## src/rtl/swbox_cfg_pkg.sv

```systemverilog
// Shared constants, types and helpers for the switch-box configuration loader.
// Entry word layout: [5:3] source pin index, [2:0] source side.
package swbox_cfg_pkg;

  localparam int NTB        = 5;
  localparam int NLR        = 4;
  localparam int DW         = 6;
  localparam int NENT       = 2 * NTB + 2 * NLR;
  localparam int FRAME_BITS = 108;

  localparam logic [2:0] SIDE_OFF    = 3'd0;
  localparam logic [2:0] SIDE_TOP    = 3'd1;
  localparam logic [2:0] SIDE_RIGHT  = 3'd2;
  localparam logic [2:0] SIDE_BOTTOM = 3'd3;
  localparam logic [2:0] SIDE_LEFT   = 3'd4;

  localparam logic [2:0] NTB_L    = 3'd5;
  localparam logic [2:0] NLR_L    = 3'd4;
  localparam logic [6:0] LAST_BIT = 7'd107;
  localparam logic [4:0] LAST_IDX = 5'd17;

  typedef enum logic [1:0] {
    IDLE   = 2'd0,
    SHIFT  = 2'd1,
    CHECK  = 2'd2,
    COMMIT = 2'd3
  } cfg_state_e;

  typedef struct packed {
    logic [2:0] side;
    logic [2:0] idx;
  } pin_home_t;

  // Side and index of the pin that entry k itself drives.
  function automatic pin_home_t entry_home(input logic [4:0] k);
    pin_home_t h;
    if (k < 5'd5) begin
      h.side = SIDE_TOP;
      h.idx  = 3'(k);
    end else if (k < 5'd10) begin
      h.side = SIDE_BOTTOM;
      h.idx  = 3'(k - 5'd5);
    end else if (k < 5'd14) begin
      h.side = SIDE_LEFT;
      h.idx  = 3'(k - 5'd10);
    end else begin
      h.side = SIDE_RIGHT;
      h.idx  = 3'(k - 5'd14);
    end
    return h;
  endfunction

endpackage

```

## src/rtl/swbox_entry_check.sv

```systemverilog
// Combinational legality check and sanitising of one routing entry.
// Illegal entries and side-off entries both come out as an all-zero word.
module swbox_entry_check
  import swbox_cfg_pkg::*;
(
  input  logic [DW-1:0] entry,
  input  logic [4:0]    k,
  output logic          legal,
  output logic [DW-1:0] clean
);

  logic [2:0] side_s;
  logic [2:0] idx_s;
  pin_home_t  home_s;
  logic       range_ok_s;
  logic       self_s;

  assign side_s = entry[2:0];
  assign idx_s  = entry[5:3];
  assign home_s = entry_home(k);

  // Range check per side, self-drive rejection and normalisation.
  always_comb begin
    range_ok_s = 1'b0;
    case (side_s)
      SIDE_OFF:                range_ok_s = 1'b1;
      SIDE_TOP, SIDE_BOTTOM:   range_ok_s = (idx_s < NTB_L);
      SIDE_RIGHT, SIDE_LEFT:   range_ok_s = (idx_s < NLR_L);
      default:                 range_ok_s = 1'b0;
    endcase
    self_s = (side_s == home_s.side) && (idx_s == home_s.idx);
    legal  = range_ok_s && !self_s;
    if (!legal || (side_s == SIDE_OFF)) begin
      clean = {DW{1'b0}};
    end else begin
      clean = entry;
    end
  end

endmodule

```

## src/rtl/swbox_cfg_loader.sv

```systemverilog
// Bit-serial frame loader: shift into shadow, sanitise one entry per cycle,
// then commit the full frame to the active configuration in one cycle.
module swbox_cfg_loader
  import swbox_cfg_pkg::*;
(
  input  logic                 clk,
  input  logic                 rst,
  input  logic                 cfg_start,
  input  logic                 cfg_abort,
  input  logic                 cfg_bit_valid,
  input  logic                 cfg_bit_in,
  output logic                 cfg_busy,
  output logic                 cfg_done,
  output logic                 cfg_err,
  output logic [4:0]           cfg_err_idx,
  output logic [NENT*DW-1:0]   cfg_flat
);

  cfg_state_e            state_r;
  cfg_state_e            state_s;
  logic [FRAME_BITS-1:0] shadow_r;
  logic [FRAME_BITS-1:0] flat_r;
  logic [6:0]            bit_cnt_r;
  logic [4:0]            idx_r;
  logic [4:0]            err_idx_r;
  logic                  err_r;
  logic                  done_r;
  logic                  busy_r;

  logic                  start_ok_s;
  logic                  last_bit_s;
  logic                  check_en_s;
  logic [DW-1:0]         entry_s;
  logic [DW-1:0]         clean_s;
  logic                  legal_s;

  assign entry_s = shadow_r[int'(idx_r) * DW +: DW];

  swbox_entry_check u_check (
    .entry (entry_s),
    .k     (idx_r),
    .legal (legal_s),
    .clean (clean_s)
  );

  // Next-state decode; abort outranks start, and start is only honoured while loading.
  always_comb begin
    state_s    = state_r;
    start_ok_s = 1'b0;
    last_bit_s = 1'b0;
    check_en_s = 1'b0;
    case (state_r)
      IDLE: begin
        if (cfg_abort) begin
          state_s = IDLE;
        end else if (cfg_start) begin
          state_s    = SHIFT;
          start_ok_s = 1'b1;
        end else begin
          state_s = IDLE;
        end
      end
      SHIFT: begin
        if (cfg_abort) begin
          state_s = IDLE;
        end else if (cfg_start) begin
          state_s    = SHIFT;
          start_ok_s = 1'b1;
        end else if (cfg_bit_valid && (bit_cnt_r == LAST_BIT)) begin
          state_s    = CHECK;
          last_bit_s = 1'b1;
        end else begin
          state_s = SHIFT;
        end
      end
      CHECK: begin
        if (cfg_abort) begin
          state_s = IDLE;
        end else begin
          check_en_s = 1'b1;
          state_s    = (idx_r == LAST_IDX) ? COMMIT : CHECK;
        end
      end
      COMMIT:  state_s = IDLE;
      default: state_s = IDLE;
    endcase
  end

  // State register.
  always_ff @(posedge clk or posedge rst) begin
    if (rst) begin
      state_r <= IDLE;
    end else begin
      state_r <= state_s;
    end
  end

  // Shadow shifting, per-entry sanitising, error capture and commit.
  always_ff @(posedge clk or posedge rst) begin
    if (rst) begin
      shadow_r  <= {FRAME_BITS{1'b0}};
      flat_r    <= {FRAME_BITS{1'b0}};
      bit_cnt_r <= 7'd0;
      idx_r     <= 5'd0;
      err_r     <= 1'b0;
      err_idx_r <= 5'd0;
      done_r    <= 1'b0;
      busy_r    <= 1'b0;
    end else begin
      done_r <= (state_r == COMMIT);
      busy_r <= (state_s != IDLE);

      if (start_ok_s) begin
        bit_cnt_r <= 7'd0;
        err_r     <= 1'b0;
        err_idx_r <= 5'd0;
      end else if ((state_r == SHIFT) && !cfg_abort && cfg_bit_valid) begin
        shadow_r  <= {shadow_r[FRAME_BITS-2:0], cfg_bit_in};
        bit_cnt_r <= bit_cnt_r + 7'd1;
      end

      if (last_bit_s) begin
        idx_r <= 5'd0;
      end else if (check_en_s) begin
        idx_r <= idx_r + 5'd1;
      end

      // Only the first illegal entry of a frame records its index.
      if (check_en_s) begin
        shadow_r[int'(idx_r) * DW +: DW] <= clean_s;
        if (!legal_s) begin
          err_r <= 1'b1;
          if (!err_r) begin
            err_idx_r <= idx_r;
          end
        end
      end

      if (state_r == COMMIT) begin
        flat_r <= shadow_r;
      end
    end
  end

  assign cfg_busy    = busy_r;
  assign cfg_done    = done_r;
  assign cfg_err     = err_r;
  assign cfg_err_idx = err_idx_r;
  assign cfg_flat    = flat_r;

endmodule

```

## config.mk

```make
export PLATFORM = sky130hd
export DESIGN_NAME = swbox_cfg_loader
export DESIGN_NICKNAME = d
export VERILOG_FILES = /design/src/rtl/swbox_cfg_pkg.sv /design/src/rtl/swbox_entry_check.sv /design/src/rtl/swbox_cfg_loader.sv
export SDC_FILE = /design/constraint.sdc
export NUM_CORES = 1
export LEC_CHECK = 0
export ABC_AREA = 1
export CORE_ASPECT_RATIO = 0.5
export CORE_MARGIN = 2
export CORE_UTILIZATION = 50
export DETAILED_ROUTE_END_ITERATION = 10
export PLACE_DENSITY = 0.75
export SETUP_SLACK_MARGIN = 0.4
export SLEW_MARGIN = 20
export SYNTH_ARGS = -nofsm -noshare
export SYNTH_HDL_FRONTEND = slang
export SYNTH_SLANG_ARGS = --single-unit
```

## constraint.sdc

```tcl
create_clock -name clk -period 19.5 [get_ports clk]
set_input_delay 3.9 -clock clk [delete_from_list [all_inputs] [get_ports clk]]
set_output_delay 3.9 -clock clk [all_outputs]
set_load 0.02 [all_outputs]
```

==> summary.md, run 1 <==
| Metric | Value |
|---|---|
| Post-synthesis cell type count | 51 |
| Worst R2R Start | idx_r[3] |
| Placement Cell Area | around 15,000 sq um |
| Pins Over Slew Limit | 0 |
| Synth Area in Compound Gates | between 15 and 20% |
| Design area | 15,440 sq um |
| Die width | approximately 230 microns |
| First-pass GRT wire length | between 70,000 and 80,000 microns |
| Fin Clk Skew | around 12 ps |
| Clock sink count | approximately 240 |
| P_leak | approximately 7.1 nW |
| Clock Path Buffers | 3 |
| Synth area leader | dfrtp_1 |
| Seq cells post-synth | roughly 240 |
| Fmax | 0.1487 GHz |
| FF-to-FF path depth | 14 |
| Hold EP | cfg_flat[11] |
| Mapped Nets | around 1,800 |
| Initial core utilization | 50.60% |
| Worst-Margin Slew | roughly 1100 ps |
| Layout cells sized above 1 | 5.779% |
| Worst hold path cell count | 2 |
| Hold Crit Class | reg2reg |
| Grt ovf | 0 |
| Initial DRC count | approximately 1,700 |
| Commonest cells post-synth | nand2_1 (544), dfrtp_1 (238), o21ai_0 (210), inv_1 (204), nand3_1 (138) |
| # fillers | roughly 2,500 |
| Met3 usage in global routing | 12.54% |
| Post-Synth Simple-Gate Area | approximately 28% |
| Clk slew on worst S/H paths | approximately 70 ps |
| Most Crowded Layer GR | met1 |
| CP endpoint kind | register |
| Placer congestion estimate | 1.050 |
| Overall routing resource usage | between 30% and 40% |
| DP HPWL | around 33,000 microns |
| Yosys warning count | 0 |
| Post-CTS sizing | 0 |
| Vias in the first global route | between 10,000 and 15,000 |
| Cell with the most instances after synthesis | nand2_1 |
| Die ar. | 28,040 sq um |
| Post-route ant nets | 0 |
| Mux contribution to synthesized area | 0.3945% |
| Largest family of logic cells by synthesized area | simple AND/OR/NAND/NOR gates |
| Crit path max fanout | between 100 and 150 |
| Drt wl/cell | around 20 microns |
| Reg2reg setup slack | between 10,000 and 15,000 ps |
| R2r endpoint | shadow_r[18] |
| Hold path startpoint | cfg_flat[11] |
| Worst Setup SP | cfg_abort |
| Initial antenna violation count | 3 |
| Worst setup SP type | input port |
| Final-stage net count | roughly 1,900 |
| Vias | between 10,000 and 15,000 |
| Input/output buffers | between 100 and 150 |
| Relative slew slack | 25.40% |
| Post-synthesis sequential area ratio | between 40 and 50% |
| DRT Pass-1 Iters | 6 |
| Tmin final | 6725 ps |
| Site row count | 42 |
| Adder-cell area share of the yosys netlist | about 1.9% |
| Period utilisation layout | about 34% |
| CTS H-tree depth | 1 |
| Clock Latency Late Sink | about 550 ps |
| WP data arrival | 7140 ps |
| Area growth from synthesis to layout | 15.87% |
| Setup Crit Path Kind | in2reg |
| Final Hold Vio Count | 0 |
| Clock Tree Root | clkbuf_16 |
| Met1 Use GR | about 48% |
| CTS tree | yes |
| Power per cell area | 110.6 nW/um^2 |
| Core area | around 26,000 sq um |
| Vias per std cell | roughly 5.8 |
| Syn Area/Cell | between 7 and 8 sq um |
| Setup Fix Bufs, Post-CTS | 0 |
| Post-synth EDFFs | 0 |
| Unrepaired setup endpoints after global routing | no |
| Seq. cell area | 5957 sq um |
| Largest net degree at the start of global routing | 117 |
| Top FF cell, synth | dfrtp_1 |
| DRC viols | 0 |
| Max-cap violation count | 0 |
| Top Ports | roughly 120 |
| Global-route met2 utilization | around 44% |
| Xor/xnor share of the synthesized area | 0.3945% |
| Multi-input gate area | between 6000 and 7000 sq um |
| # setup viols final | 0 |
| Post-synthesis instance area | 13,320 sq um |
| Yosys top cell area share | between 40% and 50% |
| Max IR drop VDD | about 0.000065 V |
| Ranking of synthesized cells by area | dfrtp_1 (45%), nand2_1 (15%), o21ai_0 (7.9%), inv_1 (5.7%), nand3_1 (5.2%) |
| Die H | around 120 microns |
| Hold Buf Count CTS | 0 |
| Mapped Cells | around 1,800 |
| Cts bufs inserted | 24 |
| WL final | around 45,000 microns |
| Worst Path Required | ~20,000 ps |
| Sum Neg Setup Slack | 0 ps |
| Status | finished, final reports clean |
| Post-synth ARST share | 100.0% |
cell usage in the layout, fill, tap and decap left out, types with 4 or more instances in the layout:
cell / count
a31oi_1: 4
inv_1: 203
nand3_1: 138
nand2_1: 542
clkbuf_16: 24
nor3_1: 15
nor2_1: 103
clkdlybuf4s50_1: 121
clkbuf_1: 5
o21ai_0: 210
clkinvlp_4: 4
a21oi_1: 19
clkbuf_8: 8
nor2_4: 7
dfrtp_1: 237
buf_4: 10
o211ai_1: 57
nor2_2: 5
nand2_2: 6
o21ai_1: 35
inv_2: 10
o22ai_1: 4
nand4_1: 33
o21ai_2: 7
o221ai_1: 9
nor4_1: 4
ha_1: 19
state kept, by name, indices dropped and copies added, names as in the netlist:
name         flops
bit_cnt_r        7
state_r          2
cfg_busy         1
cfg_err_idx      5
idx_r            5
cfg_err          1
cfg_flat       108
cfg_done         1
shadow_r       108
final cells by class:
| cell class | instances | area share [%] |
|---|---|---|
| Multi-Input combinational cell | 1255 | 39.72 |
| Clock buffer | 37 | 4.726 |
| Sequential cell | 238 | 38.59 |
| Antenna cell | 1 | 0.01621 |
| Timing Repair Buffer | 131 | 8.333 |
| Inverter | 218 | 5.398 |
| Tap cell | 352 | 2.853 |
| Clock inverter | 7 | 0.3648 |
kinds of logic after synthesis:
group / count (synthesis)
AO/OA/AOI/OAI: 355
XOR/XNOR: 6
adder cells (fa/ha/maj): 20
buffers and inverters: 306
flip-flops: 238
multiplexers: 5
AND/OR/NAND/NOR: 869
report_power, final:
group	switching, mW	internal (mW)
combinational	0.387	0.166
sequential	0.0827	0.608
clock	0.206	0.259
total	0.675	1.03
worst max-delay path, stage by stage:
cell,delay (ps)
clkdlybuf4s50_1,450
inv_1,70
nand2_1,50
nor2_1,160
inv_1,220
nand2_4,720
buf_4,900
nand2_1,250
o221ai_1,150
nand2_1,120
metal layers:
metal	up-vias	share of wire (%)
li1	6007	-
met1	6088	44
met2	723	40
met3	120	14
met4	2	3.1
met5	-	0.022
stage by stage:
stage                     cells  power, mW  utilization (%)  hold WS [ps]  setup WS [ps]
final                      2239      1.708            58.63         481.3          12770
after global placement     2194      1.216            55.64         464.2          12360
after CTS                  2238      1.691            58.62         487.2          12880
after detailed placement   2194      1.224            55.64         470.5          12320
after global routing       2238      1.799            58.62         502.2          12460
after floorplan            1799      1.022                -         464.1           9069
how the worst max path moves through the flow:
stage,end,slack [ps]
2_1_floorplan,bit_cnt_r[0],9070
3_3_place_gp,shadow_r[26],12360
3_5_place_dp,shadow_r[26],12320
4_1_cts,shadow_r[26],12880
5_1_grt,shadow_r[26],12460
6_report,shadow_r[26],12770
Note: power is estimated with default switching activity, not from simulation.
==> inputs of run 2 (changes only) <==
- clock period: 19.5 -> 6.2 ns (I/O delays scaled with it)
==> summary.md, run 2 (same netlist as run 1, synthesis figures left out) <==
| Metric | Value |
|---|---|
| Setup Fix Bufs, Post-CTS | 0 (unchanged) |
| CP endpoint kind | register |
| Max-cap violation count | 0 (unchanged) |
| Slowest stage cell, crit path | dfrtp_2 |
| CTS H-tree depth | 1 (unchanged) |
| Sequential power share | 40.5% (about the same) |
| Pre-CTS WS | 1400 ps (-10,920 ps) |
| Worst Setup SP | idx_r[0] |
| Input/output buffers | 121 (unchanged) |
| # fillers | 2,423 (-1.3%) |
| Clock sink count | 238 (unchanged) |
| Power per cell area | 347.4 nW/um^2 (+210%) |
| Largest net degree at the start of global routing | 116 (-0.85%) |
| Max IR drop VDD | 0.0002140 V (+230%) |
| Worst setup SP type | register |
| Crit path max fanout | 53 (-54%) |
| Sum Neg Setup Slack | 0 ps (unchanged) |
| Clock network power share | 26.2% (-1.0 points) |
| Worst R2R Start | idx_r[0] |
| Overall routing resource usage | 32.96% (+0.44 points) |
| Area growth from synthesis to layout | 16.01% |
| Final WS setup | 1243 ps (-11,530 ps) |
| Internal cell power | 3.182 mW (+210%) |
| DRC viols | 0 (unchanged) |
| Initial core utilization | 50.60% (unchanged) |
| Placer congestion estimate | 1.035 (-1.4%) |
| Clock Tree Root | clkbuf_16 |
| Fin Clk Skew | 23.86 ps (+12.14 ps) |
| Core area | 26,330 sq um (unchanged) |
| Initial antenna violation count | 0 (-3) |
| Post-CTS sizing | 0 (unchanged) |
| Cts bufs inserted | 23 (-4.2%) |
| # setup viols final | 0 (unchanged) |
| Final-stage net count | 1,902 (+0.42%) |
| Setup Crit Path Kind | reg2reg |
| Die ar. | 28,040 sq um (unchanged) |
| Clock Latency Late Sink | 570 ps (+20 ps) |
| CTS tree | yes |
| WL final | 46,040 microns (+1.6%) |
| Hold Buf Count CTS | 0 (unchanged) |
| Layout Cells excl Fill | 2,245 (+0.27%) |
| Sw frac | 40.73% (+1.2 points) |
| Switching power | 2.187 mW (+220%) |
| Vias | 13,050 (+0.82%) |
| Post-route ant nets | 0 (unchanged) |
| Fmax | a little over 0.2 GHz |
| Hold Crit Class | reg2reg |
| Worst Path Required | 6680 ps (-13,240 ps) |
| Placement Cell Area | 14,720 sq um (+0.50%) |
| WP data arrival | 5440 ps (-1700 ps) |
| Period utilisation layout | between 70% and 80% |
| Vias per std cell | 5.811 (+0.55%) |
| Most frequent cells in the layout | nand2_1 (542), dfrtp_1 (237), o21ai_0 (210), inv_1 (203), nand3_1 (138) |
| Top Ports | 122 (unchanged) |
| Pins Over Slew Limit | 0 (unchanged) |
| First-pass GRT wire length | 70,580 microns (+0.48%) |
| Hold path startpoint | cfg_flat[34] |
| Grt ovf | 0 (unchanged) |
| Die H | 119.4 microns (unchanged) |
| Power share of the combinational group | 33.3% (+0.9 points) |
| Clk slew on worst S/H paths | 80 ps (about the same) |
| Relative slew slack | 35.10% (+9.7 points) |
| Inst Count DP | 2,203 (+0.41%) |
| CP max stage delay | 920 ps (+20 ps) |
| DRT Pass-1 Iters | 7 (+1) |
| Initial DRC count | 1,802 (+8.8%) |
| Vias in the first global route | 11,770 (-1.3%) |
| Worst-Margin Slew | 973.4 ps (-142.3 ps) |
| Critical-path cell list | inv_6 -> ha_1 -> nor2_2 -> inv_2 -> nor2_1 -> inv_1 -> nor2_1 -> inv_1 -> nand2_2 -> inv_2 -> nor2_4 -> inv_2 -> nor2_1 -> nand2_1 -> nand2_1 -> o21ai_0 -> nor2_1 -> nand3_1 -> o21ai_0 |
| P_leak | 7.143 nW (+0.50%) |
| Most common cell after layout, fill and taps aside | nand2_1 |
| Unrepaired setup endpoints after global routing | no |
| Die width | 234.8 microns (unchanged) |
| Layout cells sized above 1 | 6.233% (+0.45 points) |
| Final Hold Vio Count | 0 (unchanged) |
| Tmin final | slightly below 5000 ps |
| Drt wl/cell | 20.51 microns (+1.4%) |
| Clock Path Buffers | 3 (unchanged) |
| DP HPWL | 33,370 microns (+2.3%) |
| Status | finished, final reports clean |
| Design area | 15,450 sq um (+0.12%) |
| CP most frequent cell | nor2_1 |
| Site row count | 42 (unchanged) |
| Diode count | 0 (-1) |
## run 2: worst max-delay path, delay by kind of cell (launching register included)
kind                     cells  cell delay, ps
buffers and inverters        6            1080
AND/OR/NAND/NOR             10            1960
adder cells (fa/ha/maj)      1             520
flip-flops                   1             920
AO/OA/AOI/OAI                2             380
## run 2: final cells by class
cell class                 count  area [sq um]  area share [%]
sequential                   238          5957           38.54
clock buffer                  28         624.3           4.040
timing repair buffer         140          1366           8.841
multi-input combinational   1255          6128           39.65
clock inverter                14         108.9          0.7043
inverter                     218         829.5           5.368
tap                          352         440.4           2.850
## run 2: worst paths after layout
check	endpoint	cells after the start	slack (ps)
setup reg to reg	shadow_r[34]	19	1240
setup / recovery	shadow_r[34]	19	1240
hold reg to reg	cfg_flat[34]	2	480
max in group asynchronous	idx_r[0]	3	4070
min in group asynchronous	cfg_flat[107]	3	1200
hold / removal	cfg_flat[34]	2	480
## run 2: power by group through the flow
stage	sequential (mW)	clock, mW	combinational [mW]
floorplan	2.15	0	1.06
global placement	2.17	0	1.70
detailed placement	2.18	0	1.71
CTS	2.15	1.42	1.72
global route	2.20	1.49	1.94
finish	2.17	1.41	1.79
## run 2: metal layers
metal / wire length, microns / vias up / part of all wire (%) / track usage (%)
li1: - / 6023 / - / -
met4: 1241 / 0 / 2.7 / 8.188
met2: 18340 / 711 / 40 / 45.64
met5: 0 / - / 0 / 0
met1: 20480 / 6214 / 44 / 49.64
met3: 5984 / 98 / 13 / 10.20
## run 2: metrics by stage
step / power [mW] / util (%) / hold WS [ps]
4_1_cts: 5.298 / 58.70 / 485.8
5_1_grt: 5.633 / 58.70 / 504.3
6_report: 5.369 / 58.70 / 482.7
3_5_place_dp: 3.887 / 55.92 / 467.6
2_1_floorplan: 3.214 / - / 464.1
3_3_place_gp: 3.876 / 55.92 / 465.7
==> inputs of run 3 (changes only) <==
- PLACE_DENSITY: 0.75 -> 0.78
- clock period: 6.2 -> 4.32 ns (I/O delays scaled with it)
==> summary.md, run 3 (same netlist as run 1, synthesis figures left out) <==
| Metric | Value |
|---|---|
| Status | finished, final reports clean |
| CTS H-tree depth | 1 (unchanged) |
| P_leak | 7.375 nW (+3.3%) |
| Worst R2R Start | idx_r[0] |
| Top Ports | 122 (unchanged) |
| Vias per std cell | 5.703 (-1.9%) |
| Vias in the first global route | 12,010 (+2.0%) |
| DRC viols | 0 (unchanged) |
| Final WS setup | 513.7 ps (-729.1 ps) |
| Reg2reg setup slack | 510 ps (-730 ps) |
| Top Layer Used | met4 |
| Pins Over Slew Limit | 0 (unchanged) |
| Setup Crit Path Kind | reg2reg |
| Fmax | 0.2627 GHz (+30%) |
| Grt ovf | 0 (unchanged) |
| Sum Neg Setup Slack | 0 ps (unchanged) |
| Min Hold Slack | 481.7 ps (-1.067 ps) |
| Max IR drop VDD | 0.0003020 V (+41%) |
| Layout cells sized above 1 | 8.775% (+2.5 points) |
| DP HPWL | 34,440 microns (+3.2%) |
| WP data arrival | 4280 ps (-1160 ps) |
| Hold Crit Class | reg2reg |
| Cts bufs inserted | 23 (unchanged) |
| Final-stage net count | 1,936 (+1.8%) |
| Area growth from synthesis to layout | 19.65% |
| # setup viols final | 0 (unchanged) |
| Vias | 12,990 (-0.42%) |
| CTS tree | yes |
| Die H | 119.4 microns (unchanged) |
| Drt wl/cell | 20.66 microns (+0.75%) |
| First-pass GRT wire length | 71,120 microns (+0.76%) |
| Most common cell after layout, fill and taps aside | nand2_1 |
| Met2 WL | 19,040 microns (+3.9%) |
| Clock Path Buffers | 3 (unchanged) |
| Pre-CTS WS | 346.9 ps (-1053 ps) |
| WL final | 47,070 microns (+2.2%) |
| Unrepaired setup endpoints after global routing | no |
| Hold Buf Count CTS | 0 (unchanged) |
| Initial core utilization | 50.60% (unchanged) |
| Most frequent cells in the layout | nand2_1 (541), dfrtp_1 (236), o21ai_0 (209), inv_1 (203), nand3_1 (137) |
| Core area | 26,330 sq um (unchanged) |
| Site row count | 42 (unchanged) |
| Initial DRC count | 1,696 (-5.9%) |
| Period utilisation layout | 88.11% (+8.2 points) |
| Power per cell area | 490.1 nW/um^2 (+41%) |
| DRT Pass-1 Iters | 5 (-2) |
| Worst-Margin Slew | 764.5 ps (-208.9 ps) |
| Diode count | 0 (unchanged) |
| Input/output buffers | 121 (unchanged) |
| Placer congestion estimate | 1.036 (+0.12%) |
| Metal-1 WL | 20,700 microns (+1.1%) |
| FF-to-FF path depth | 21 (+2) |
| Relative slew slack | 49.03% (+14 points) |
| Clock Tree Root | clkbuf_16 |
| Worst setup SP type | register |
| Clock sink count | 238 (unchanged) |
| Die width | 234.8 microns (unchanged) |
| Worst setup path end | shadow_r[82] |
| Largest net degree at the start of global routing | 156 (+34%) |
| Crit path max fanout | 53 (unchanged) |
| Overall routing resource usage | 33.14% (+0.18 points) |
| Overall Power | 7.812 mW (+46%) |
| Initial antenna violation count | 0 (unchanged) |
| Tmin final | 3806 ps (-1151 ps) |
| R2r endpoint | shadow_r[82] |
| Max-cap violation count | 0 (unchanged) |
| Die ar. | 28,040 sq um (unchanged) |
| Final Hold Vio Count | 0 (unchanged) |
| Worst Path Required | 4800 ps (-1880 ps) |
| Metal3 WL | 6221 microns (+4.0%) |
| Clock Latency Late Sink | 550 ps (-20 ps) |
| Worst Setup SP | idx_r[0] |
| Post-route ant nets | 0 (unchanged) |
| CP endpoint kind | register |
| Fin Clk Skew | 19.79 ps (-4.068 ps) |
| Worst hold path cell count | 2 (unchanged) |
| Clk slew on worst S/H paths | 70 ps (about the same) |
==> run 3: cell count changes in the layout (fill, tap and decap cells not counted), sizes merged <==
| cell | before | now |
|---|---|---|
| buf | 19 | 52 |
| inv | 220 | 216 |
| clkbuf | 28 | 30 |
| bufinv | 0 | 1 |
| clkinv | 10 | 11 |
==> run 3: worst max-delay path, cell delays in order, from the launching register on <==
cell      delay, ps
dfrtp_2         490
clkinv_8        240
nand2_1         190
nand3_1         220
nand3_1         160
nand3_1         140
nand2_1         250
nand2_1         110
nand2_1         180
nand2_1          80
nand2_1          60
nor2_1           50
nand3_2         150
nand3_2         150
nor2_1          150
nand2_1          90
nor2_1          320
inv_1            70
o21ai_1         220
buf_4           230
nand2_1          60
o21ai_1          80
==> run 3: worst min path at each step <==
stage | startpoint | to | slack (ps)
after floorplan | shadow_r[107] | cfg_flat[107] | 460
after global placement | cfg_flat[21] | cfg_flat[21] | 460
after detailed placement | cfg_flat[50] | cfg_flat[50] | 470
after CTS | cfg_flat[50] | cfg_flat[50] | 490
after global routing | cfg_flat[37] | cfg_flat[37] | 510
final | cfg_flat[50] | cfg_flat[50] | 480
==> run 3: metal layers <==
metal,up-vias,track usage [%]
met5,-,0
li1,6090,-
met4,0,8.109
met2,723,45.90
met1,6101,49.20
met3,77,11.38
==> run 3: report_power, final <==
group          internal [mW]  switching (mW)
clock                   1.12           0.944
combinational          0.844            1.80
sequential              2.74           0.364
==> run 3: area by class of cell <==
type | count | area (sq um)
clock inverter | 12 | 110.1
clock buffer | 29 | 638.1
timing repair buffer | 174 | 1734
inverter | 218 | 847.1
tap | 352 | 440.4
sequential | 238 | 5958
fill | 2433 | 10390
multi-input combinational | 1255 | 6211
==> run 3: through the flow <==
step | instance area (sq um) | utilization, % | instances
detailed placement | 15020 | 57.05 | 2231
floorplan | 13330 | - | 1799
finish | 15940 | 60.54 | 2278
global placement | 15020 | 57.05 | 2231
global route | 15940 | 60.54 | 2278
CTS | 15770 | 59.89 | 2272
==> run 3: what timing repair did <==
item,CTS,global route
buffers inserted,0,5
hold endpoints to repair,0,0
endpoints found under the setup margin,4,83
gates resized for setup,1,31
pin swaps,0,2
gates cloned,0,1
